<file path="src/rtl/alu_if.sv">
// Command/result handshake bundle between the multi-cycle datapath and multicycle_alu.
interface alu_if #(
    parameter int DATA_WIDTH = 32
) ();
    logic                  in_valid;
    logic                  in_ready;
    logic [3:0]            alu_op;
    logic [DATA_WIDTH-1:0] alu_in_1;
    logic [DATA_WIDTH-1:0] alu_in_2;
    logic                  out_valid;
    logic                  out_ready;
    logic [DATA_WIDTH-1:0] alu_result;
    logic                  alu_bcond;

    modport master (
        output in_valid, alu_op, alu_in_1, alu_in_2, out_ready,
        input  in_ready, out_valid, alu_result, alu_bcond
    );

    modport slave (
        input  in_valid, alu_op, alu_in_1, alu_in_2, out_ready,
        output in_ready, out_valid, alu_result, alu_bcond
    );
endinterface

</file>
<file path="src/rtl/multicycle_alu.sv">
// Iterative ALU: single-cycle logic/arith/compare, one-bit-per-cycle shifts.
// Define MULTICYCLE_ALU_BARREL_SHIFT_EN to finish every shift in the EXEC cycle.
module multicycle_alu #(
    parameter int DATA_WIDTH  = 32,
    parameter int SHAMT_WIDTH = $clog2(DATA_WIDTH)
) (
    input  logic clk,
    input  logic reset,
    alu_if.slave bus
);
    // Encodings mirror the alu_* macros of opcodes.v.
    localparam logic [3:0] OP_ADD = 4'd0;
    localparam logic [3:0] OP_SUB = 4'd1;
    localparam logic [3:0] OP_AND = 4'd2;
    localparam logic [3:0] OP_OR  = 4'd3;
    localparam logic [3:0] OP_XOR = 4'd4;
    localparam logic [3:0] OP_LLS = 4'd5;
    localparam logic [3:0] OP_LRS = 4'd6;
    localparam logic [3:0] OP_BEQ = 4'd8;
    localparam logic [3:0] OP_BNE = 4'd9;
    localparam logic [3:0] OP_BLT = 4'd10;
    localparam logic [3:0] OP_BGE = 4'd11;

`ifdef MULTICYCLE_ALU_BARREL_SHIFT_EN
    typedef enum logic [1:0] {ST_IDLE = 2'd0, ST_EXEC = 2'd1, ST_DONE = 2'd3} state_t;
`else
    typedef enum logic [1:0] {ST_IDLE = 2'd0, ST_EXEC = 2'd1, ST_SHIFT = 2'd2, ST_DONE = 2'd3} state_t;

    function automatic logic [DATA_WIDTH-1:0] shift_one(input logic [DATA_WIDTH-1:0] v,
                                                        input logic left);
        return left ? {v[DATA_WIDTH-2:0], 1'b0} : {1'b0, v[DATA_WIDTH-1:1]};
    endfunction

    logic [DATA_WIDTH-1:0]  work_r;
    logic [SHAMT_WIDTH-1:0] cnt_r;
    logic [DATA_WIDTH-1:0]  step_s;
    logic                   is_shift_s;
`endif

    state_t                state_r, state_next_s;
    logic [3:0]            op_r;
    logic [DATA_WIDTH-1:0] a_r, b_r;
    logic [DATA_WIDTH-1:0] result_r;
    logic                  bcond_r;
    logic                  out_valid_r;
    logic                  in_ready_r;
    logic                  accept_s;
    logic [DATA_WIDTH-1:0] diff_s;
    logic [DATA_WIDTH-1:0] exec_result_s;
    logic                  exec_bcond_s;

    assign accept_s       = bus.in_valid && in_ready_r;
    assign bus.in_ready   = in_ready_r;
    assign bus.out_valid  = out_valid_r;
    assign bus.alu_result = result_r;
    assign bus.alu_bcond  = bcond_r;

`ifndef MULTICYCLE_ALU_BARREL_SHIFT_EN
    assign is_shift_s = (bus.alu_op == OP_LLS) || (bus.alu_op == OP_LRS);
    assign step_s     = shift_one(work_r, op_r == OP_LLS);
`endif

    // Single-cycle result for everything that runs in EXEC.
    always_comb begin
        exec_result_s = {DATA_WIDTH{1'b0}};
        exec_bcond_s  = 1'b0;
        diff_s        = a_r - b_r;
        case (op_r)
            OP_ADD: exec_result_s = a_r + b_r;
            OP_SUB: exec_result_s = diff_s;
            OP_AND: exec_result_s = a_r & b_r;
            OP_OR:  exec_result_s = a_r | b_r;
            OP_XOR: exec_result_s = a_r ^ b_r;
`ifdef MULTICYCLE_ALU_BARREL_SHIFT_EN
            OP_LLS: exec_result_s = a_r << b_r[SHAMT_WIDTH-1:0];
            OP_LRS: exec_result_s = a_r >> b_r[SHAMT_WIDTH-1:0];
`else
            // Only a zero shift amount reaches EXEC in the iterative build.
            OP_LLS: exec_result_s = a_r;
            OP_LRS: exec_result_s = a_r;
`endif
            OP_BEQ: begin exec_result_s = diff_s; exec_bcond_s = (a_r == b_r); end
            OP_BNE: begin exec_result_s = diff_s; exec_bcond_s = (a_r != b_r); end
            OP_BLT: begin exec_result_s = diff_s; exec_bcond_s = ($signed(a_r) <  $signed(b_r)); end
            OP_BGE: begin exec_result_s = diff_s; exec_bcond_s = ($signed(a_r) >= $signed(b_r)); end
            default: begin
                exec_result_s = {DATA_WIDTH{1'b0}};
                exec_bcond_s  = 1'b0;
            end
        endcase
    end

    // Next-state decode.
    always_comb begin
        state_next_s = state_r;
        case (state_r)
            ST_IDLE: begin
                if (accept_s) begin
`ifdef MULTICYCLE_ALU_BARREL_SHIFT_EN
                    state_next_s = ST_EXEC;
`else
                    if (is_shift_s && (bus.alu_in_2[SHAMT_WIDTH-1:0] != {SHAMT_WIDTH{1'b0}})) begin
                        state_next_s = ST_SHIFT;
                    end else begin
                        state_next_s = ST_EXEC;
                    end
`endif
                end else begin
                    state_next_s = ST_IDLE;
                end
            end
            ST_EXEC: state_next_s = ST_DONE;
`ifndef MULTICYCLE_ALU_BARREL_SHIFT_EN
            ST_SHIFT: begin
                if (cnt_r == SHAMT_WIDTH'(1)) begin
                    state_next_s = ST_DONE;
                end else begin
                    state_next_s = ST_SHIFT;
                end
            end
`endif
            ST_DONE: begin
                if (bus.out_ready) begin
                    state_next_s = ST_IDLE;
                end else begin
                    state_next_s = ST_DONE;
                end
            end
            default: state_next_s = ST_IDLE;
        endcase
    end

    // State register plus handshake flags, registered from the next state.
    always_ff @(posedge clk or negedge reset) begin
        if (!reset) begin
            state_r     <= ST_IDLE;
            in_ready_r  <= 1'b1;
            out_valid_r <= 1'b0;
        end else begin
            state_r     <= state_next_s;
            in_ready_r  <= (state_next_s == ST_IDLE);
            out_valid_r <= (state_next_s == ST_DONE);
        end
    end

    // Operand latch, shifter and result registers.
    always_ff @(posedge clk or negedge reset) begin
        if (!reset) begin
            op_r     <= 4'd0;
            a_r      <= {DATA_WIDTH{1'b0}};
            b_r      <= {DATA_WIDTH{1'b0}};
            result_r <= {DATA_WIDTH{1'b0}};
            bcond_r  <= 1'b0;
`ifndef MULTICYCLE_ALU_BARREL_SHIFT_EN
            work_r   <= {DATA_WIDTH{1'b0}};
            cnt_r    <= {SHAMT_WIDTH{1'b0}};
`endif
        end else begin
            case (state_r)
                ST_IDLE: begin
                    if (accept_s) begin
                        op_r   <= bus.alu_op;
                        a_r    <= bus.alu_in_1;
                        b_r    <= bus.alu_in_2;
`ifndef MULTICYCLE_ALU_BARREL_SHIFT_EN
                        work_r <= bus.alu_in_1;
                        cnt_r  <= bus.alu_in_2[SHAMT_WIDTH-1:0];
`endif
                    end
                end
                ST_EXEC: begin
                    result_r <= exec_result_s;
                    bcond_r  <= exec_bcond_s;
                end
`ifndef MULTICYCLE_ALU_BARREL_SHIFT_EN
                ST_SHIFT: begin
                    work_r <= step_s;
                    cnt_r  <= cnt_r - SHAMT_WIDTH'(1);
                    if (cnt_r == SHAMT_WIDTH'(1)) begin
                        result_r <= step_s;
                        bcond_r  <= 1'b0;
                    end
                end
`endif
                default: begin
                end
            endcase
        end
    end
endmodule

</file>
<file path="src/flat_wrapper.sv">
// flat-port wrapper written by rule: the top's interface ports become plain ports
module multicycle_alu_flat 
#(
    parameter int DATA_WIDTH  = 32,
    parameter int SHAMT_WIDTH = $clog2(DATA_WIDTH)
)
  (clk, reset, bus_in_valid, bus_alu_op, bus_alu_in_1, bus_alu_in_2, bus_out_ready, bus_in_ready, bus_out_valid, bus_alu_result, bus_alu_bcond);
  alu_if #(.DATA_WIDTH(DATA_WIDTH)) bus_i ();
  input  logic clk;
  input  logic reset;
  input wire logic [$bits(bus_i.in_valid)-1:0] bus_in_valid;
  input wire logic [$bits(bus_i.alu_op)-1:0] bus_alu_op;
  input wire logic [$bits(bus_i.alu_in_1)-1:0] bus_alu_in_1;
  input wire logic [$bits(bus_i.alu_in_2)-1:0] bus_alu_in_2;
  input wire logic [$bits(bus_i.out_ready)-1:0] bus_out_ready;
  output wire logic [$bits(bus_i.in_ready)-1:0] bus_in_ready;
  output wire logic [$bits(bus_i.out_valid)-1:0] bus_out_valid;
  output wire logic [$bits(bus_i.alu_result)-1:0] bus_alu_result;
  output wire logic [$bits(bus_i.alu_bcond)-1:0] bus_alu_bcond;
  assign bus_i.in_valid = bus_in_valid;
  assign bus_i.alu_op = bus_alu_op;
  assign bus_i.alu_in_1 = bus_alu_in_1;
  assign bus_i.alu_in_2 = bus_alu_in_2;
  assign bus_i.out_ready = bus_out_ready;
  assign bus_in_ready = bus_i.in_ready;
  assign bus_out_valid = bus_i.out_valid;
  assign bus_alu_result = bus_i.alu_result;
  assign bus_alu_bcond = bus_i.alu_bcond;
  multicycle_alu #(.DATA_WIDTH(DATA_WIDTH), .SHAMT_WIDTH(SHAMT_WIDTH)) u_core (.clk(clk), .reset(reset), .bus(bus_i));
endmodule
</file>
<file path="config.mk">
export PLATFORM = sky130hd
export DESIGN_NAME = multicycle_alu_flat
export DESIGN_NICKNAME = d
export VERILOG_FILES = /design/src/rtl/alu_if.sv /design/src/rtl/multicycle_alu.sv /design/src/flat_wrapper.sv
export SDC_FILE = /design/constraint.sdc
export NUM_CORES = 1
export LEC_CHECK = 0
export CORE_ASPECT_RATIO = 1.4
export CORE_UTILIZATION = 36
export DETAILED_ROUTE_END_ITERATION = 16
export HOLD_SLACK_MARGIN = 0.1
export SYNTH_ARGS = -nofsm -noshare
export SYNTH_HDL_FRONTEND = slang
export SYNTH_SLANG_ARGS = --single-unit
export TNS_END_PERCENT = 1
</file>
<file path="constraint.sdc">
create_clock -name clk -period 4.3 [get_ports clk]
set_input_delay 0.645 -clock clk [delete_from_list [all_inputs] [get_ports clk]]
set_output_delay 0.645 -clock clk [all_outputs]
set_load 0.03 [all_outputs]
</file>
### Word-level counts from Yosys, hierarchy flattened

Index checks and enable logic that the tools add are counted.

* flip-flop bits (word level): 142
* output and inout port bits: 35
* word-level logic and storage cells: 69

* add/sub/neg operators: 3
* magnitude comparators: 2
* equality and inequality tests: 21
* mux-type cells: 16
* bitwise operators: 3
* reduce and logical (&&, ||, !) cells: 14

Operators by type and width (count)
* $pmux 32 s6: 1
* $pmux 32 s2: 2
* $mux 32: 3
* $add 32x32->32: 1
* $and 32x32->32: 1
* $eq 32x32->1: 1
* $ge 32x32->1: 1
* $lt 32x32->1: 1
* $ne 32x32->1: 1
* $or 32x32->32: 1
* $sub 32x32->32: 1
* $xor 32x32->32: 1
* $eq 4x3->1 const B: 5
* $eq 4x4->1 const B: 4
* $pmux 5 s2: 1
* $eq 4x2->1 const B: 2
* $pmux 2 s4: 1
* $eq 2x2->1 const B: 3
* $mux 2: 3
* $reduce_and 2->1: 3
* $eq 5x1->1 const B: 1
* $mux 5: 1
* $reduce_bool 5->1: 1
* $reduce_or 5->1: 1
* other kinds (13): 18

### Depth between registers and ports, before layout

Gate-level depths: netlist (run 1).

* depth after elaboration: 7
* gate-level depth with buffers: 12
* gate-level depth less buffers: 12

### Worst setup path before layout (run 1)

OpenSTA, ideal clock, no wires.

* path kind: register to register
* from: register u_core.b_r[1]
* to: register u_core.result_r[31] (netlist: u_core.bus.alu_result[31])
* arrival: 2.909 ns
* data required time: 4.206 ns
* slack: 1.297 ns
* stages on the path, launching flop included: 11
* path buffers: 0
* cells stage by stage: dfrtp_1 -> inv_1 -> ha_1 -> o21ba_2 -> nor4_2 -> o21ai_2 -> a221o_1 -> o41ai_4 -> a21boi_2 -> or4_1 -> a211oi_1

* word-level cells in the longest chain between the ends: 3
* elaborated cells on any way between the ends: 4
* those cells by class: 2 x add/sub; 2 x mux

RTL lines
* from (decl): RTL line multicycle_alu.sv:42 `logic [DATA_WIDTH-1:0] a_r, b_r;`
* from (signal assigned): RTL line multicycle_alu.sv:151 `b_r <= {DATA_WIDTH{1'b0}};`
* from (signal assigned): RTL line multicycle_alu.sv:164 `b_r <= bus.alu_in_2;`
* $sub 32x32->32 / $add 32x32->32 (equally long branches): RTL line multicycle_alu.sv:67, multicycle_alu.sv:69
* $pmux 32 s6 (*): RTL line multicycle_alu.sv:68 `case (op_r)`
* $pmux 32 s2 (*): RTL line multicycle_alu.sv:159 `case (state_r)`
* to (signal assigned): RTL line multicycle_alu.sv:152 `result_r <= {DATA_WIDTH{1'b0}};`
* to (signal assigned): RTL line multicycle_alu.sv:172 `result_r <= exec_result_s;`
* to (signal assigned): RTL line multicycle_alu.sv:180 `result_r <= step_s;`
* to (decl): RTL line multicycle_alu.sv:43 `logic [DATA_WIDTH-1:0] result_r;`

Mark *: on every way between the ends. The rest lies on a longest branch, timed or not.
A chain may end at the register's enable or synchronous reset.

### Worst setup path after layout (run 1)

* from: register u_core.a_r[2]
* to: register u_core.bcond_r (netlist: u_core.bus.alu_bcond)

* word-level cells in the longest chain between the ends: 3
* elaborated cells on any way between the ends: 6
* those cells by class: 2 x order compare; 2 x eq/ne; 2 x mux

RTL lines
* from (decl): RTL line multicycle_alu.sv:42
* from (signal assigned): RTL line multicycle_alu.sv:150 `a_r <= {DATA_WIDTH{1'b0}};`
* from (signal assigned): RTL line multicycle_alu.sv:163 `a_r <= bus.alu_in_1;`
* $ge 32x32->1 (tied with other cells): RTL line multicycle_alu.sv:85 `OP_BGE: begin exec_result_s = diff_s; exec_bcond_s = ($signed(a_r) >= $signed(b_r)); end`
* $pmux 1 s4 (*): RTL line multicycle_alu.sv:68
* $pmux 1 s2 (*): RTL line multicycle_alu.sv:159
* to (signal assigned): RTL line multicycle_alu.sv:173 `bcond_r <= exec_bcond_s;`
* to (decl): RTL line multicycle_alu.sv:44 `logic bcond_r;`

Marked as above.

==> results of run 1 <==
==> power breakdown <==
group	internal, W	switching [W]
Sequential	0.00195	0.000597
Clock	0.000883	0.000649
Combinational	0.00325	0.00576
==> cells by family after synthesis <==
kind of cell	Yosys count
fa+ha+maj	112
xor+xnor	15
compound gates	500
buf+inv	186
simple gates	442
flops	142
mux	15
==> synthesized netlist by cell type, types with 5 or more instances <==
master / n / area share [%]
clkbuf_1: 69 / 2.3
o21ai_0: 118 / 5.2
or2_1: 5 / 0.28
a222oi_1: 6 / 0.53
a2111oi_0: 8 / 0.62
a221oi_1: 23 / 1.8
nand2b_1: 12 / 0.66
dfrtp_1: 141 / 31
nor2_1: 104 / 3.5
nor3_1: 21 / 0.93
a31oi_1: 8 / 0.44
o2111ai_1: 5 / 0.39
o221ai_1: 11 / 0.85
xnor2_1: 11 / 0.85
nand4_1: 6 / 0.33
o21bai_1: 14 / 0.93
and3_1: 8 / 0.44
mux2i_1: 15 / 1.3
o21ai_1: 27 / 1.2
a21oi_1: 119 / 5.3
o22ai_1: 20 / 1.1
nor4_1: 9 / 0.50
nor2b_1: 15 / 0.83
nand3_1: 20 / 0.89
buf_1: 12 / 0.40
ha_1: 110 / 12
o211ai_1: 13 / 0.86
a211oi_1: 12 / 0.80
a21o_1: 19 / 1.3
o31ai_1: 10 / 0.66
nand2_1: 212 / 7.0
inv_1: 93 / 3.1
a221o_1: 38 / 3.4
or3_1: 8 / 0.44
a22oi_1: 5 / 0.33
==> per-stage QoR <==
step | power (W) | setup slack [ns]
after floorplan | 0.008693 | 1.297
after global placement | 0.01134 | 0.8401
after detailed placement | 0.01138 | 0.7209
after CTS | 0.01299 | 0.6810
after global routing | 0.01404 | 0.3187
final | 0.01309 | 0.6546
==> worst paths after layout <==
path | to | depth (start not counted) | startpoint | slack (ns)
worst max-delay path | u_core.bus.alu_bcond | 11 | u_core.a_r[2] | 0.65
worst min-delay path | u_core.state_r[0] | 1 | reset | 0.28
worst max register to register | u_core.bus.alu_bcond | 11 | u_core.a_r[2] | 0.65
worst min register to register | u_core.bus.alu_result[11] | 2 | u_core.bus.alu_result[11] | 0.47
max in group asynchronous | u_core.a_r[13] | 2 | reset | 3.04
min in group clk | u_core.bus.alu_result[11] | 2 | u_core.bus.alu_result[11] | 0.47
==> final cells by class <==
class                           count  area [µm²]
Multi-Input combinational cell   1084        7049
Fill cell                        3196       17460
Timing Repair Buffer              138        1303
Clock buffer                       19       452.9
Tap cell                          390       488.0
Clock inverter                     13       138.9
Inverter                           97       364.1
Sequential cell                   142        3555
==> layer usage <==
layer  vias to the layer above  GRT usage, %  part of all wire [%]  wire (µm)
met2                       386         43.40                    49      19870
met4                         0         10.93                   3.1       1257
met1                      5512         32.86                    43      17260
met3                        73         3.190                   4.7       1895
li1                       5235             -                     -          -
met5                         -             0                     0          0
==> flip-flops by register name, summed over array words and instances (netlist names) <==
name and cells:
u_core.bus.alu_bcond 1, u_core.bus.out_valid 1, u_core.cnt_r 5, u_core.bus.in_ready 1, u_core.state_r 2, u_core.a_r 32
u_core.op_r 4, u_core.work_r 32, u_core.b_r 32, u_core.bus.alu_result 32
==> cells in the final DEF (no fill, tap or decap), types with 13 or more instances in the layout <==
cell type	count
inv_1	93
nor2b_1	15
nor2_1	101
clkbuf_16	17
a221o_1	38
o211ai_1	13
o21bai_1	14
a221oi_1	23
nand2_1	212
nor3_1	20
o21ai_0	118
o22ai_1	20
mux2i_1	15
o21ai_1	26
clkdlybuf4s50_1	105
dfrtp_1	141
ha_1	110
buf_4	32
a21oi_1	118
nand3_1	20
a21o_1	19
==> impl_metrics.toml, run 1 <==
[timing]
maxSlewViolCount = 0
setup_viol = 0
hold_viol = 0
setup_tns_ns = 0
finClkSkew_ns = 0.01438
slew_headroom_pct = 27.00
fmax_mhz = 274.3
finalCritPeriodShare_pct = 84.78
tightest_slew_ns = 1.095
fin_hold_ws_ns = 0.2808
rsz0062_at_grt = "false"
min_period_ns = 3.645

[finish]
area_delta_synth_final_pct = 18.12
finalNonFillerCells = 1883
utilization_pct = 43.33
n_antenna_cell = 0
finalNetCount = 1664
fin_area_mm2 = 0.01335
drive_gt1_share_pct = 5.961

[clock_tree]
cts_resized = 0
clockBufferDepth = 2
clock_sinks = 142
path_clk_slew_ns = 0.07
postCtsSetupRepairBufs = 0
insertion_delay_ns = 0.46
cts_tree = "built"
cts_root_buf = "clkbuf_16"
hold_buffers = 0
cts_max_level = 4
cts_buffers = 17

[placement]
place_hpwl_um = 29830
place_congestion = 0.9293
dpl_cell_area_mm2 = 0.01276
io_buffers = 106
dp_cells = 1851

[logic_synthesis]
avgSynthCellArea_um2 = 8.004
synth-adder-area-share_pct = 12.53
syn-cell-area_mm2 = 0.01130
ys_warn_count = 0
synthArstFlopShare_pct = 100.0
ys.flop_type = "dfrtp_1"
synth_compound_area_share_pct = 29.55
ys_types = 81
synth-simple-area-share_pct = 17.52
synthMuxAreaShare_pct = 1.328
syn-instance-count = 1412
synthXorXnorAreaFrac_pct = 1.162
synth_enable_flop_cells = 0
ys_ff_latch = 142
syn_nets = 1596
synth_top_family_by_area = "compound AO/OA/AOI/OAI gates"
seq_area_frac_synth_pct = 31.45

[detailed_routing]
via_per_inst = 5.951
drt.antenna.violating_nets = 0
routed-via-count = 11206
totalWireLength_um = 40280
avgRoutedWirePerCell_um = 21.39
drc = 0
drtIter0Drc = 1085
drt_first_pass_iters = 7

[critical_path]
crit_family = "compound AO/OA/AOI/OAI gates"
critPathMaxFanout = 10
crit_type = "reg2reg"
cp.required_ns = 4.67
cpMaxStageDelayCell = "a2111oi_0"
crit_path_max_incr_delay_ns = 0.57
cp.arrival_ns = 4.01
path_cells = "inv_1, ha_1, o21bai_1, a2111oi_0, or2_1, o41ai_2, nor3_1, a2bb2oi_1, a21oi_1, mux2i_1, o31ai_1"
start_kind = "flop"
crit_path_end_kind = "flop"
worst-path-buf-inv = 1

[floorplanning]
die_y_um = 211.7
placementRows = 76
fp.dieW_um = 151.8
fp.coreArea_mm2 = 0.03081
die-area_mm2 = 0.03212
initial_core_util_pct = 36.68
num_io_pins = 107

[run]
cap_violations = 0

[grt]
grt_pass1_vias = 11148
grt_usage_pct = 25.80
overflow = 0
antenna_found_initial = 0
grt_pass1_wl_um = 62990
grt_max_degree = 92

[power]
total_leakage_power_nw = 5.747
peakVddDrop_mv = 0.3652
powerDensity_mw_per_mm2 = 980.4

[run_status]
status = "completed"

[min_path]
hold_path_class = "in2async"
(Power assumes the default switching activity.)
==> run 2: changes to the inputs <==
==> constraint.sdc (replaced) <==
create_clock -name clk -period 3.75 [get_ports clk]
set_input_delay 0.5625 -clock clk [delete_from_list [all_inputs] [get_ports clk]]
set_output_delay 0.5625 -clock clk [all_outputs]
set_load 0.03 [all_outputs]
==> run 2 against run 1 <==
Die area unchanged. Register-to-register slack got worse by 0.31 ns. Power increased by 18%. Flip-flop and latch count unchanged. Clock power increased by 18%. Via count increased by 1.1%. Worst setup slack got worse by 0.31 ns. Largest cell class unchanged.
==> impl_metrics.toml, run 2 (synthesis gave the netlist of run 1 again) <==
[clock_tree]
cts_tree = "built"
cts_buffers = 17
clockBufferDepth = 2
path_clk_slew_ns = 0.07
cts_max_level = 4
hold_buffers = 0
postCtsSetupRepairBufs = 0
insertion_delay_ns = 0.45
cts_root_buf = "clkbuf_16"
cts_resized = 0
clock_sinks = 142

[critical_path]
cpMaxStageDelayCell = "or4_1"
crit_path_end_kind = "flop"
startpoint = "u_core.b_r[1]"
cp.required_ns = 4.10
start_kind = "flop"
worst-path-buf-inv = 1
reg2reg_from = "u_core.b_r[1]"
critPathMaxFanout = 4
path_cells = "inv_1, ha_1, o21ba_2, nor4_2, o21ai_2, a221o_1, o41ai_4, a21boi_2, or4_1, a211oi_1"
cp.arrival_ns = 3.75
crit_family = "compound AO/OA/AOI/OAI gates"
crit_type = "reg2reg"
crit_path_max_incr_delay_ns = 0.52

[grt]
grt_pass1_wl_um = 63970
overflow = 0
grt_usage_pct = 26.19
grt_max_degree = 89
antenna_found_initial = 1
grt_pass1_vias = 11327

[timing]
tightest_slew_ns = 0.8844
finClkSkew_ns = 0.01933
fin_hold_ws_ns = 0.1700
rsz0062_at_grt = "false"
setup_tns_ns = 0
final.setup.worst_slack_ns = 0.3476
fmax_mhz = 293.9
setup_viol = 0
finalCritPeriodShare_pct = 90.73
maxSlewViolCount = 0
hold_viol = 0
min_period_ns = 3.402
slew_headroom_pct = 41.04

[detailed_routing]
via_per_inst = 5.951
drc = 0
avgRoutedWirePerCell_um = 21.58
drt.antenna.violating_nets = 0
drtIter0Drc = 963
routed-via-count = 11331
drt_first_pass_iters = 7
totalWireLength_um = 41090

[placement]
place_congestion = 0.9195
place_hpwl_um = 30250
pre_cts_ws_ns = 0.3727
io_buffers = 106

[floorplanning]
initial_core_util_pct = 36.68
die-area_mm2 = 0.03212
placementRows = 76
fp.coreArea_mm2 = 0.03081
fp.dieW_um = 151.8
die_y_um = 211.7
num_io_pins = 107

[finish]
finalNetCount = 1685
nFillCells = 3126
multiInputGateArea_mm2 = 0.007049
final_common_cell = "nand2_1"
area_delta_synth_final_pct = 20.05
seq_area_mm2 = 0.003555
drive_gt1_share_pct = 7.072
layout_common_cells = "212 x nand2_1, 141 x dfrtp_1, 118 x a21oi_1, 118 x o21ai_0, 110 x ha_1"

[power]
powerDensity_mw_per_mm2 = 1137
peakVddDrop_mv = 0.3378
total_leakage_power_nw = 5.877
finalPower_w = 0.01543

[run_status]
status = "completed"

[min_path]
hold_path_class = "in2async"

[run]
cap_violations = 0
-- run 2: cell count changes in the layout (fill, tap and decap cells not counted) --
| cell | previous run | this run |
|---|---|---|
| buf_4 | 32 | 49 |
| buf_12 | 0 | 4 |
| clkinvlp_4 | 5 | 1 |
| clkbuf_1 | 0 | 2 |
| bufinv_16 | 2 | 3 |
| clkinv_4 | 2 | 3 |
| diode_2 | 0 | 1 |
| inv_6 | 1 | 0 |
-- run 2: through the flow --
stage	std cells	utilization, %	area, µm²
floorplan	1412	-	11300
global placement	1872	42.09	12970
detailed placement	1872	42.09	12970
CTS	1903	44.03	13570
global route	1903	44.03	13570
finish	1904	44.04	13570
-- run 2: where the power goes --
group,switching (W),internal [W],leakage (nW)
sequential,0.000682,0.00223,1.76
clock,0.000728,0.00108,0.293
combinational,0.00675,0.00396,3.82
-- run 2: worst register-to-register path, cell delays in order (launching register included) --
cell and delay, ns:
dfrtp_1 0.44, inv_1 0.11, ha_1 0.36, o21ba_2 0.24
nor4_2 0.25, o21ai_2 0.14, a221o_1 0.41, o41ai_4 0.47
a21boi_2 0.15, or4_1 0.52, a211oi_1 0.24
-- run 2: path summary, 6_finish.rpt --
path	end	slack [ns]	cells past startpoint
max	u_core.bus.alu_result[31]	0.35	10
min	u_core.bus.alu_result[29]	0.17	1
max reg2reg	u_core.bus.alu_result[31]	0.35	10
min reg2reg	u_core.bus.alu_result[3]	0.47	2
max in group asynchronous	u_core.b_r[12]	2.72	2
min in group clk	u_core.bus.alu_result[3]	0.47	2
-- run 2: layout make-up --
cell class | instances | area share (%)
inverter | 97 | 2.684
multi-input combinational | 1084 | 51.96
sequential | 142 | 26.20
tap | 390 | 3.596
clock inverter | 10 | 1.024
timing repair buffer | 159 | 11.13
antenna | 1 | 0.01844
clock buffer | 21 | 3.394
-- run 2: per-layer routing --
| metal | part of all wire (%) | wire [µm] | GRT usage (%) |
|---|---|---|---|
| met1 | 42 | 17240 | 33.02 |
| met2 | 48 | 19680 | 42.71 |
| met3 | 6.0 | 2451 | 4.375 |
| met4 | 4.2 | 1721 | 13.04 |
| met5 | 0 | 0 | 0 |
==> run 3: changes to the inputs <==
--- a/config.mk
+++ b/config.mk
@@ -6,7 +6,9 @@
 export NUM_CORES = 1
 export LEC_CHECK = 0
 export CORE_ASPECT_RATIO = 1.4
+export CORE_MARGIN = 2
 export CORE_UTILIZATION = 36
+export CTS_CLUSTER_DIAMETER = 200
 export DETAILED_ROUTE_END_ITERATION = 16
 export HOLD_SLACK_MARGIN = 0.1
 export SYNTH_ARGS = -nofsm -noshare
==> run 3 against run 2 <==
Combinational power about the same. Hold slack got worse by 0.024 ns. Via count decreased by 0.87%. Clock power decreased by 3%. Flip-flop and latch count unchanged. Power decreased by 0.75%. Count of clock-buffer cells in the layout decreased by 1. Utilization decreased by 0.093 points. Worst setup slack got worse by 0.12 ns. Clock skew decreased by 0.0066 ns. Cell count decreased by 0.11%. Largest cell class unchanged. Largest power group unchanged.
==> impl_metrics.toml, run 3 (synthesis gave the netlist of run 1 again) <==
[finish]
drive_gt1_share_pct = 7.143
final_common_cell = "nand2_1"
area_delta_synth_final_pct = 19.79
utilization_pct = 43.94
finalNetCount = 1683
n_antenna_cell = 0
layout_common_cells = "212 x nand2_1, 141 x dfrtp_1, 118 x a21oi_1, 118 x o21ai_0, 110 x ha_1"

[critical_path]
crit_path_end_kind = "flop"
r2r_slack_ns = 0.23
crit_type = "reg2reg"
startpoint = "u_core.a_r[9]"
cp.required_ns = 4.13
critPathMaxFanout = 11
start_kind = "flop"
reg2reg_from = "u_core.a_r[9]"
cp.arrival_ns = 3.91

[clock_tree]
hold_buffers = 0
cts_buffers = 17
clock_sinks = 142
cts_max_level = 4
path_clk_slew_ns = 0.06
postCtsSetupRepairBufs = 0
insertion_delay_ns = 0.46
cts_root_buf = "clkbuf_16"
cts_resized = 0
cts_tree = "built"
clockBufferDepth = 2

[grt]
grt_pass1_vias = 11361
grt_pass1_wl_um = 64090
grtUsageMet3_pct = 3.880
antenna_found_initial = 0
grt_max_degree = 87
grt.busiest_layer = "met2"
grt_usage_pct = 24.98
met1_usage_pct = 31.34
overflow = 0
grt_util_met2_pct = 43.25

[timing]
maxSlewViolCount = 0
setup_tns_ns = 0
final.setup.worst_slack_ns = 0.2281
finalCritPeriodShare_pct = 93.92
min_period_ns = 3.522
hold_viol = 0
finClkSkew_ns = 0.01270
slew_headroom_pct = 35.67
rsz0062_at_grt = "false"
fmax_mhz = 283.9
setup_viol = 0
tightest_slew_ns = 0.9614
fin_hold_ws_ns = 0.1458

[placement]
place_congestion = 0.9514
place_hpwl_um = 30790
pre_cts_ws_ns = 0.3041
io_buffers = 106

[detailed_routing]
drt.antenna.violating_nets = 0
drt_first_pass_iters = 5
routed-via-count = 11232
totalWireLength_um = 41070
drtIter0Drc = 790
drc = 0
avgRoutedWirePerCell_um = 21.59
via_per_inst = 5.905

[floorplanning]
fp.dieW_um = 153.8
fp.coreArea_mm2 = 0.03081
num_io_pins = 107
die_y_um = 213.7
die-area_mm2 = 0.03285
placementRows = 76
initial_core_util_pct = 36.68

[power]
total_leakage_power_nw = 5.857
peakVddDrop_mv = 0.3785
powerDensity_mw_per_mm2 = 1131

[run_status]
status = "completed"

[run]
cap_violations = 0

[min_path]
hold_path_class = "in2async"
-- run 3: cell count changes in the layout (fill, tap and decap cells not counted), moves of 2 or more --
cell,previous run,this run
clkinv_4,3,1
clkinvlp_4,1,5
inv_6,0,2
clkbuf_1,2,0
-- run 3: path summary, 6_finish.rpt --
| check | to | cells past startpoint |
|---|---|---|
| worst max-delay path | u_core.bus.alu_result[28] | 12 |
| worst min-delay path | u_core.bus.alu_result[13] | 1 |
| worst max register to register | u_core.bus.alu_result[28] | 12 |
| worst min register to register | u_core.bus.alu_result[3] | 2 |
| max in group asynchronous | u_core.cnt_r[4] | 2 |
| min in group clk | u_core.bus.alu_result[3] | 2 |
-- run 3: cell type report --
| class | count | area [µm²] |
|---|---|---|
| Clock buffer | 20 | 466.7 |
| Inverter | 97 | 364.1 |
| Tap cell | 390 | 488.0 |
| Sequential cell | 142 | 3555 |
| Timing Repair Buffer | 157 | 1483 |
| Fill cell | 3147 | 17270 |
| Clock inverter | 12 | 133.9 |
| Multi-Input combinational cell | 1084 | 7049 |
-- run 3: critical path: stages (launching register included) --
cell and delay [ns]:
dfrtp_1 0.43, inv_1 0.08, ha_1 0.48, nand2_1 0.13, nor3_1 0.26, o2111ai_1 0.29
a21oi_1 0.36, o31ai_1 0.12, buf_4 0.16, o41ai_1 0.71, xor2_1 0.20, nand2_1 0.08
a21oi_1 0.14
-- run 3: layer usage --
layer	share of wire [%]	wire length, µm	vias to the layer above
li1	-	-	5275
met1	43	17500	5519
met2	49	20260	362
met3	5.1	2104	76
met4	2.9	1209	0
met5	0	0	-
-- run 3: per-stage QoR --
stage | power, W | instance area, µm² | cells
after floorplan | 0.009968 | 11300 | 1412
after global placement | 0.01331 | 12940 | 1870
after detailed placement | 0.01337 | 12940 | 1870
after CTS | 0.01522 | 13540 | 1902
after global routing | 0.01646 | 13540 | 1902
final | 0.01531 | 13540 | 1902
-- run 3: power by group --
part,total (W),internal [W],switching [W]
Sequential,0.00291,0.00223,0.000676
Combinational,0.0106,0.00393,0.00671
Clock,0.00176,0.00103,0.000728
Total,0.0153,0.00720,0.00812
